[src/rtl/platform_scan_scheduler.sv]
`default_nettype none
// +--------------------------------------------------------------------------+
// | platform_scan_scheduler: round-robin time-sharing of the platform        |
// | detector among N_REQ actors, one scan per granted frame.                 |
// | Revision: 1.0                                                            |
// +--------------------------------------------------------------------------+
module platform_scan_scheduler #(
    parameter int N_REQ = 4,
    parameter int IDW   = 2
) (
    input  logic                  clk_i,
    input  logic                  rst_ni,
    input  logic                  vs_i,
    input  logic [N_REQ-1:0]      req_i,
    input  logic [10*N_REQ-1:0]   req_x_i,
    input  logic [10*N_REQ-1:0]   req_y_i,
    input  logic [10*N_REQ-1:0]   req_h_i,
    input  logic                  det_valid_i,
    input  logic [9:0]            det_x1_i,
    input  logic [9:0]            det_x2_i,
    input  logic [9:0]            det_y_i,
    output logic [9:0]            det_px_o,
    output logic [9:0]            det_py_o,
    output logic [9:0]            det_ph_o,
    output logic                  det_arm_o,
    output logic [N_REQ-1:0]      grant_o,
    output logic                  busy_o,
    output logic                  res_valid_o,
    output logic [IDW-1:0]        res_id_o,
    output logic                  res_found_o,
    output logic [9:0]            res_x1_o,
    output logic [9:0]            res_x2_o,
    output logic [9:0]            res_y_o
);

    typedef enum logic [1:0] {
        S_IDLE       = 2'd0,
        S_WAIT_FRAME = 2'd1,
        S_SCAN       = 2'd2,
        S_REPORT     = 2'd3
    } state_t;

    state_t             state_q, state_d;
    logic [IDW-1:0]     ptr_q, ptr_d;
    logic [IDW-1:0]     gid_q, gid_d;
    logic [N_REQ-1:0]   grant_q, grant_d;
    logic               vs_q;
    logic [9:0]         px_q, px_d, py_q, py_d, ph_q, ph_d;
    logic [IDW-1:0]     rid_q, rid_d;
    logic               found_q, found_d;
    logic [9:0]         rx1_q, rx1_d, rx2_q, rx2_d, ry_q, ry_d;

    logic               vs_fall_w;
    logic               sel_valid_w;
    logic [IDW-1:0]     sel_idx_w;
    logic [IDW:0]       sum_w;
    logic [9:0]         sel_x_w, sel_y_w, sel_h_w;

    assign vs_fall_w = vs_q & ~vs_i;

    // Descending scan so the nearest set bit at/after the pointer wins.
    always_comb begin
        sel_valid_w = 1'b0;
        sel_idx_w   = '0;
        sum_w       = '0;
        for (int k = N_REQ - 1; k >= 0; k--) begin
            sum_w = {1'b0, ptr_q} + (IDW+1)'(k);
            if (sum_w >= (IDW+1)'(N_REQ))
                sum_w = sum_w - (IDW+1)'(N_REQ);
            if (req_i[sum_w[IDW-1:0]]) begin
                sel_valid_w = 1'b1;
                sel_idx_w   = sum_w[IDW-1:0];
            end
        end
    end

    always_comb begin
        sel_x_w = '0;
        sel_y_w = '0;
        sel_h_w = '0;
        for (int i = 0; i < N_REQ; i++) begin
            if (sel_idx_w == IDW'(i)) begin
                sel_x_w = req_x_i[10*i +: 10];
                sel_y_w = req_y_i[10*i +: 10];
                sel_h_w = req_h_i[10*i +: 10];
            end
        end
    end

    always_comb begin
        state_d = state_q;
        ptr_d   = ptr_q;
        gid_d   = gid_q;
        grant_d = grant_q;
        px_d    = px_q;
        py_d    = py_q;
        ph_d    = ph_q;
        rid_d   = rid_q;
        found_d = found_q;
        rx1_d   = rx1_q;
        rx2_d   = rx2_q;
        ry_d    = ry_q;
        case (state_q)
            S_IDLE: begin
                if (sel_valid_w) begin
                    gid_d   = sel_idx_w;
                    grant_d = {{(N_REQ-1){1'b0}}, 1'b1} << sel_idx_w;
                    px_d    = sel_x_w;
                    py_d    = sel_y_w;
                    ph_d    = sel_h_w;
                    state_d = S_WAIT_FRAME;
                end
            end
            S_WAIT_FRAME: begin
                if (vs_fall_w)
                    state_d = S_SCAN;
            end
            S_SCAN: begin
                // A hit in the last cycle of the frame still counts as found.
                if (det_valid_i) begin
                    found_d = 1'b1;
                    rx1_d   = det_x1_i;
                    rx2_d   = det_x2_i;
                    ry_d    = det_y_i;
                    rid_d   = gid_q;
                    state_d = S_REPORT;
                end else if (vs_fall_w) begin
                    found_d = 1'b0;
                    rx1_d   = '0;
                    rx2_d   = '0;
                    ry_d    = '0;
                    rid_d   = gid_q;
                    state_d = S_REPORT;
                end
            end
            S_REPORT: begin
                grant_d = '0;
                ptr_d   = (gid_q == IDW'(N_REQ - 1)) ? '0 : gid_q + IDW'(1);
                state_d = S_IDLE;
            end
            default: state_d = S_IDLE;
        endcase
    end

    always_ff @(posedge clk_i or negedge rst_ni) begin
        if (!rst_ni) begin
            state_q <= S_IDLE;
            ptr_q   <= '0;
            gid_q   <= '0;
            grant_q <= '0;
            vs_q    <= 1'b1;
            px_q    <= '0;
            py_q    <= '0;
            ph_q    <= '0;
            rid_q   <= '0;
            found_q <= 1'b0;
            rx1_q   <= '0;
            rx2_q   <= '0;
            ry_q    <= '0;
        end else begin
            state_q <= state_d;
            ptr_q   <= ptr_d;
            gid_q   <= gid_d;
            grant_q <= grant_d;
            vs_q    <= vs_i;
            px_q    <= px_d;
            py_q    <= py_d;
            ph_q    <= ph_d;
            rid_q   <= rid_d;
            found_q <= found_d;
            rx1_q   <= rx1_d;
            rx2_q   <= rx2_d;
            ry_q    <= ry_d;
        end
    end

    assign det_px_o    = px_q;
    assign det_py_o    = py_q;
    assign det_ph_o    = ph_q;
    assign det_arm_o   = (state_q == S_SCAN);
    assign grant_o     = grant_q;
    assign busy_o      = (state_q != S_IDLE);
    assign res_valid_o = (state_q == S_REPORT);
    assign res_id_o    = rid_q;
    assign res_found_o = found_q;
    assign res_x1_o    = rx1_q;
    assign res_x2_o    = rx2_q;
    assign res_y_o     = ry_q;

endmodule
`default_nettype wire
[config.mk]
export PLATFORM = sky130hd
export DESIGN_NAME = platform_scan_scheduler
export DESIGN_NICKNAME = d
export VERILOG_FILES = /design/src/rtl/platform_scan_scheduler.sv
export SDC_FILE = /design/constraint.sdc
export NUM_CORES = 1
export LEC_CHECK = 0
export CAP_MARGIN = 10
export CORE_MARGIN = 2
export CORE_UTILIZATION = 42
export CTS_BUF_LIST = sky130_fd_sc_hd__clkbuf_4 sky130_fd_sc_hd__clkbuf_8
export CTS_CLUSTER_DIAMETER = 100
export DETAILED_ROUTE_END_ITERATION = 10
export PLACE_DENSITY = 0.87
export REMOVE_ABC_BUFFERS = 1
export SLEW_MARGIN = 20
export SYNTH_ARGS = -nofsm -noshare
export SYNTH_HDL_FRONTEND = slang
export SYNTH_SLANG_ARGS = --single-unit
[constraint.sdc]
create_clock -name clk_i -period 3.7 [get_ports clk_i]
set_input_delay 0.555 -clock clk_i [delete_from_list [all_inputs] [get_ports clk_i]]
set_output_delay 0.555 -clock clk_i [all_outputs]
set_load 0.02 [all_outputs]
Yosys cells after proc, flatten, opt, wreduce, memory -nomap -nowiden
Index checks and enable logic that the tools add are counted.
- flip-flop bits (word level): 74
- bits of input ports: 158
- word-level logic and storage cells: 99
- $add $sub $neg: 8
- order comparisons: 8
- eq/ne operators: 10
- shifts and indexed selects: 1
- mux-type cells: 48
- bitwise gates (word level): 2
- reductions and logical operators: 9
- operator list (cell ; number):
    10-bit 2-to-1 mux ; 16
    2-bit 2-to-1 mux ; 15
    2-bit by 3-bit less-than comparator with 1-bit output (second input constant) ; 4
    2-bit equality test (second input constant) ; 5
    1-bit 2-to-1 mux ; 10
    3-bit greater-or-equal comparator (second input constant) ; 3
    1-bit binary-select mux with 2-bit select ; 4
    2-bit one-hot mux with 4 select lines ; 1
    4-bit one-hot mux with 2 select lines ; 1
    2-bit by 1-bit subtractor with 2-bit output (second input constant) ; 4
    2-bit by 2-bit adder with 3-bit output (second input constant) ; 2
    2-bit AND reduction ; 3
    2-bit nonzero test ; 3
    2-bit by 1-bit equality test with 1-bit output (second input constant) ; 2
    2-bit logical NOT ; 2
    4-bit 2-to-1 mux ; 1
    2-bit != test (second input constant) ; 2
    1-bit by 2-bit left shift with 4-bit output (first input constant) ; 1
    2-bit by 1-bit adder with 3-bit output (second input constant) ; 1
    2-bit by 3-bit greater-or-equal comparator with 1-bit output (second input constant) ; 1
    3-bit by 2-bit != test with 1-bit output (second input constant) ; 1
    3-bit AND reduction ; 1
    2-bit by 1-bit adder with 2-bit output (second input constant) ; 1
    1-bit AND ; 1
    1-bit inverter ; 1

Depth between registers and ports, before layout
- word-level depth: 14
- mapped depth: 8
- gate-level depth less buffers: 7

Least setup slack after synthesis
No wires, ideal clock.
- kind: in2reg
- start point: input port req_i[3]
- end point: register state_q[1]
- arrival: 1.619 ns
- slack: 1.953 ns
- stages on the path: 5
- path buffers: 1
- cells stage by stage: nor2_1 > and3_1 > clkbuf_1 > o21bai_1 > mux2_1
- longest elaborated chain between the ends: 8
- elaborated cells between the ends (all ways): 14
- those cells by class: eq/ne (1); mux (12); reduce/logical (1)
- ends and longest elaborated chain (element ; RTL line ; text):
    start, declared ; 14 ; input logic [N_REQ-1:0] req_i,
    1-bit binary-select mux with 2-bit select ; 70 ; if (req_i[sum_w[IDW-1:0]]) begin
    1-bit 2-to-1 mux (not written as such) ; 70 ;
    1-bit 2-to-1 mux (3 in series) ; 70 ;
    1-bit 2-to-1 mux (*) ; 70 ;
    2-bit != test (no line) (*) ; -- ;
    3-bit AND reduction (no line) (*) ; -- ;
    end signal, assigned ; 161 ; state_q <= state_d;
    end, declared ; 43 ; state_t state_q, state_d;
Every way passes the cells marked *; elsewhere a longest branch is shown, timed or not. The select of a mux whose other input is x is not followed.
A chain may end at the register's enable or synchronous reset.

Final worst setup path
- start point: input port req_i[3]
- end point: register ph_q[6] (netlist: det_ph_o[6])
- longest elaborated chain between the ends: 11
- elaborated cells between the ends (all ways): 25
- those cells by class: eq/ne (3); mux (20); reduce/logical (2)
- ends and longest elaborated chain (element ; RTL line ; text):
    1-bit binary-select mux with 2-bit select ; 70 ;
    1-bit 2-to-1 mux (not written as such) ; 70 ;
    2-bit 2-to-1 mux (4 in series) ; 70 ;
    2-bit logical NOT ; 82 ; if (sel_idx_w == IDW'(i)) begin
    10-bit 2-to-1 mux (4 in series) ; 82 ;
    end signal, assigned ; 168 ; ph_q <= ph_d;
    end, declared ; 48 ; logic [9:0] px_q, px_d, py_q, py_d, ph_q, ph_d;
Several ways; a longest one is shown, not always the timed one. The select of a mux whose other input is x is not followed.

==> run summary <==
The final period utilization is 69.8%, and the post-layout minimum cycle time is 2.58 ns. Dominant cell type by count on the critical path: sky130_fd_sc_hd__mux2i_1. The run gives 0 as the number of max-cap violations. The sum of net half-perimeters after detailed placement is 9330 um, and the clock latency of the later-clocked register in the worst-skew pair is 0.34 ns. Flip-flop cell with the highest count after synthesis: sky130_fd_sc_hd__dfrtp_1. The first global-routing pass estimated 19,300 um of wire. STA puts the critical path data required time at 3.89 ns. The proportion of synthesized chip area in sequential cells is 48.6%, and the number of enable flip-flop cells after synthesis is 0. The type of element capturing the critical path was a flop. Global routing consumed, over all layers together, 24.8% of the routing resources. The tools report the setup fix buffers added after clock tree synthesis as 0. The first TritonRoute pass finished after 6 iterations.

The number of antenna diodes in the final layout is 0. The count of unresolved DRC violations after routing came out at 0. The launching element type of the critical path was an input pin. Counting both buffers and inverters, the worst setup path holds a total of 2.

The H-tree depth reported by CTS came out at 3. Yosys mapped the design onto 35 distinct sky130hd cell types. Port buffering added 227 buffers. The hold buffer count at cts came out at 0. Post-CTS repair changed the size of 0 cells.

The tree built by TritonCTS fans out to 74 sinks. The count of routing violations after the opening detailed-route iteration is 141. The aggregate routed wire length was 12,400 um.

The cell area after placement was 6170 sq um. The critical path goes through clkdlybuf4s50_1 > mux2i_1 > a211oi_4 > buf_12 > mux2i_1 > o221ai_1. The peak fanout along the critical path is 32, and the weighted congestion reported at the end of routability-driven placement is 0.843. The area occupied by multi-input gates is 1750 sq um, and the remaining max-slew budget at the tightest pin is 37.5%. The number of standard cells after synthesis was 376; the number of global-route vias before repair was 3,985. The run gives 1850 sq um as the sequential standard cell area.

Among cell families on the critical path, the largest total delay comes from compound AO/OA/AOI/OAI gates. For this configuration, the core starts out at a cell density of 43.5%. Across the routed clock network, the largest skew measured is 0.0138 ns. The run gives 0 as the final number of hold-violating endpoints. The count of fill cells added during filler insertion was 632. The largest stage delay on the critical path is 0.79 ns, and the areal power density over the cells is 738 nW/um^2. The post-synthesis area per instance is 10.1 sq um, and the cell leakage power is 2.87 nW. Clock-pin slew was measured on the worst setup and hold paths at 0.09 ns. The worst hold path belongs to the class in2async. Among all stages on the critical path, the largest delay is contributed by sky130_fd_sc_hd__a211oi_4.

The net count of the finished layout is 764. In this run the clock root is driven by a sky130_fd_sc_hd__clkbuf_8. Setup repair after global routing left no endpoint under its margin. The synthesis-stage register bit count was 74; the maximum resistive drop on vdd was 0.451 mV. The total overflow left after global routing is 0. The number of placed I/O pins was 228; the vias per cell was 5.34. The wire length per cell is 17.3 um.

The critical path in this run is classified as in2reg. The flow ran to the end, and the final reports show no timing, DRC or antenna violations. The logs give 4.69 mW for the post-layout total power and 75 for the maximum number of pins on one net before global-route repair. Setup violations remaining at the end of the flow were counted as 0. For the number of pins exceeding their max-slew limit in the final report, the log shows 0. The run gives 34 as the floorplan row count. The growth of design area from synthesis to finish is 66.5%, and the x dimension of the die is 99.3 um. For the upper clock frequency limit, the log shows 387 MHz. The slew at the pin closest to its max-slew limit was 0.938 ns. The floorplan step set the die height to 99.3 um.

The number of clock buffers added by TritonCTS is 9. The mapped cell area was 3810 sq um. TritonCTS built the clock tree. The number of antenna violations at the first check in global routing was 0; the share of flip-flops with an asynchronous set or reset was 100%. The worst endpoint data arrival time is 2.77 ns.

Once detail routing completed, the nets flagged for antenna violations numbered 0. The logs give 6350 sq um for the final design area excluding fillers and 3,804 for the total number of vias. The core region area came out at 8760 sq um. The clock tree buffer depth was 2; the number of warnings reported in the yosys synthesis log was 0.

The layout cell share with drive strength beyond 1 works out to 6.61%. The floorplan step defined a die boundary enclosing 9860 sq um.
per-stage QoR:
stage	utilization [%]	std cells	setup WS, ns	TNS [ns]	hold WS, ns
after detailed placement	70.4	697	0.766	0	0.455
after global routing	72.5	713	1.01	0	0.428
final	72.5	713	1.12	0	0.363
after CTS	72.5	713	1.14	0	0.382
after global placement	70.4	697	0.918	0	0.448
after floorplan	-	346	-1.27	-42.99	0.259
state kept, by name (all words and copies together) (netlist names), 2 cells and up:
register  cells
det_ph_o     10
det_px_o     10
det_py_o     10
res_x1_o     10
res_x2_o     10
res_y_o      10
grant_o       4
gid_q         2
ptr_q         2
res_id_o      2
state_q       2
worst reg2reg max path, cell delays in order (launching register included):
cell and delay [ns]:
sky130_fd_sc_hd__dfrtp_1 0.47, sky130_fd_sc_hd__mux2i_1 0.19, sky130_fd_sc_hd__a211oi_4 0.79, sky130_fd_sc_hd__buf_12 0.33
sky130_fd_sc_hd__mux2i_1 0.26, sky130_fd_sc_hd__o221ai_1 0.16
per-layer routing:
layer | part of all wire (%) | GRT usage, % | vias up | wire, um
met5 | 0 | 0 | - | 0
met4 | 3.9 | 11.5 | 0 | 486
met3 | 6.0 | 5.34 | 39 | 736
met2 | 53 | 44.9 | 164 | 6570
met1 | 37 | 27.7 | 1823 | 4570
li1 | - | - | 1778 | -
report_power, final:
group	total, mW	switching (mW)	internal [mW]
sequential	1.41	0.228	1.18
clock	0.591	0.323	0.268
combinational	2.69	1.41	1.28
cell usage after synthesis, types with 2 or more instances:
cell type / count / share of area, %
sky130_fd_sc_hd__buf_12: 4 / 2.1
sky130_fd_sc_hd__o21ai_1: 5 / 0.66
sky130_fd_sc_hd__mux2i_1: 61 / 16
sky130_fd_sc_hd__a2bb2oi_1: 2 / 0.46
sky130_fd_sc_hd__nor2_1: 3 / 0.30
sky130_fd_sc_hd__ha_1: 6 / 2.0
sky130_fd_sc_hd__inv_1: 6 / 0.59
sky130_fd_sc_hd__nor2b_1: 2 / 0.33
sky130_fd_sc_hd__nand2b_1: 2 / 0.33
sky130_fd_sc_hd__a21oi_1: 5 / 0.66
sky130_fd_sc_hd__nand3_1: 31 / 4.1
sky130_fd_sc_hd__o221ai_1: 30 / 6.9
sky130_fd_sc_hd__dfrtp_1: 73 / 48
sky130_fd_sc_hd__a22o_1: 2 / 0.46
sky130_fd_sc_hd__mux2_2: 3 / 0.89
sky130_fd_sc_hd__nand2_1: 101 / 9.9
sky130_fd_sc_hd__clkbuf_1: 22 / 2.2
cell families after synthesis:
| group | count (synthesis) | synth area share (%) |
|---|---|---|
| simple gates | 143 | 15.6 |
| flops | 74 | 48.6 |
| mux | 65 | 17.2 |
| compound gates | 52 | 10.8 |
| buf+inv | 36 | 5.87 |
| fa+ha+maj | 6 | 1.97 |
worst paths after layout:
| path | end | from | slack (ns) | cells past startpoint |
|---|---|---|---|---|
| max in group asynchronous | det_ph_o[3] | rst_ni | 2.73 | 1 |
| worst max-delay path | det_ph_o[6] | req_i[3] | 1.12 | 6 |
| worst min register to register | res_y_o[7] | res_y_o[7] | 0.47 | 2 |
| min in group clk_i | res_y_o[7] | res_y_o[7] | 0.47 | 2 |
| worst max register to register | det_ph_o[6] | ptr_q[1] | 1.37 | 5 |
| worst min-delay path | res_y_o[3] | rst_ni | 0.36 | 1 |
cells in the final DEF, fill, tap and decap left out, types with 2 or more instances in the layout:
master and instances:
sky130_fd_sc_hd__mux2_2 3, sky130_fd_sc_hd__inv_6 2, sky130_fd_sc_hd__nor2_1 3, sky130_fd_sc_hd__o21ai_2 2, sky130_fd_sc_hd__nand2_1 101, sky130_fd_sc_hd__ha_1 6
sky130_fd_sc_hd__a22o_1 2, sky130_fd_sc_hd__clkdlybuf4s50_1 226, sky130_fd_sc_hd__a21oi_1 5, sky130_fd_sc_hd__o221ai_1 30, sky130_fd_sc_hd__buf_4 16, sky130_fd_sc_hd__nor2b_1 2
sky130_fd_sc_hd__clkbuf_8 10, sky130_fd_sc_hd__a2bb2oi_1 2, sky130_fd_sc_hd__mux2i_1 61, sky130_fd_sc_hd__nand3_1 31, sky130_fd_sc_hd__clkinvlp_4 3, sky130_fd_sc_hd__dfrtp_1 73
sky130_fd_sc_hd__o21ai_1 3, sky130_fd_sc_hd__inv_1 6, sky130_fd_sc_hd__nand2b_1 2
layout make-up:
class	instances	share of cell area (%)
clock buffer	10	2.17
multi-input combinational	266	27.6
sequential	74	29.2
timing repair buffer	243	37.8
tap	108	2.13
clock inverter	6	0.768
inverter	6	0.355
(Power assumes the default switching activity.)
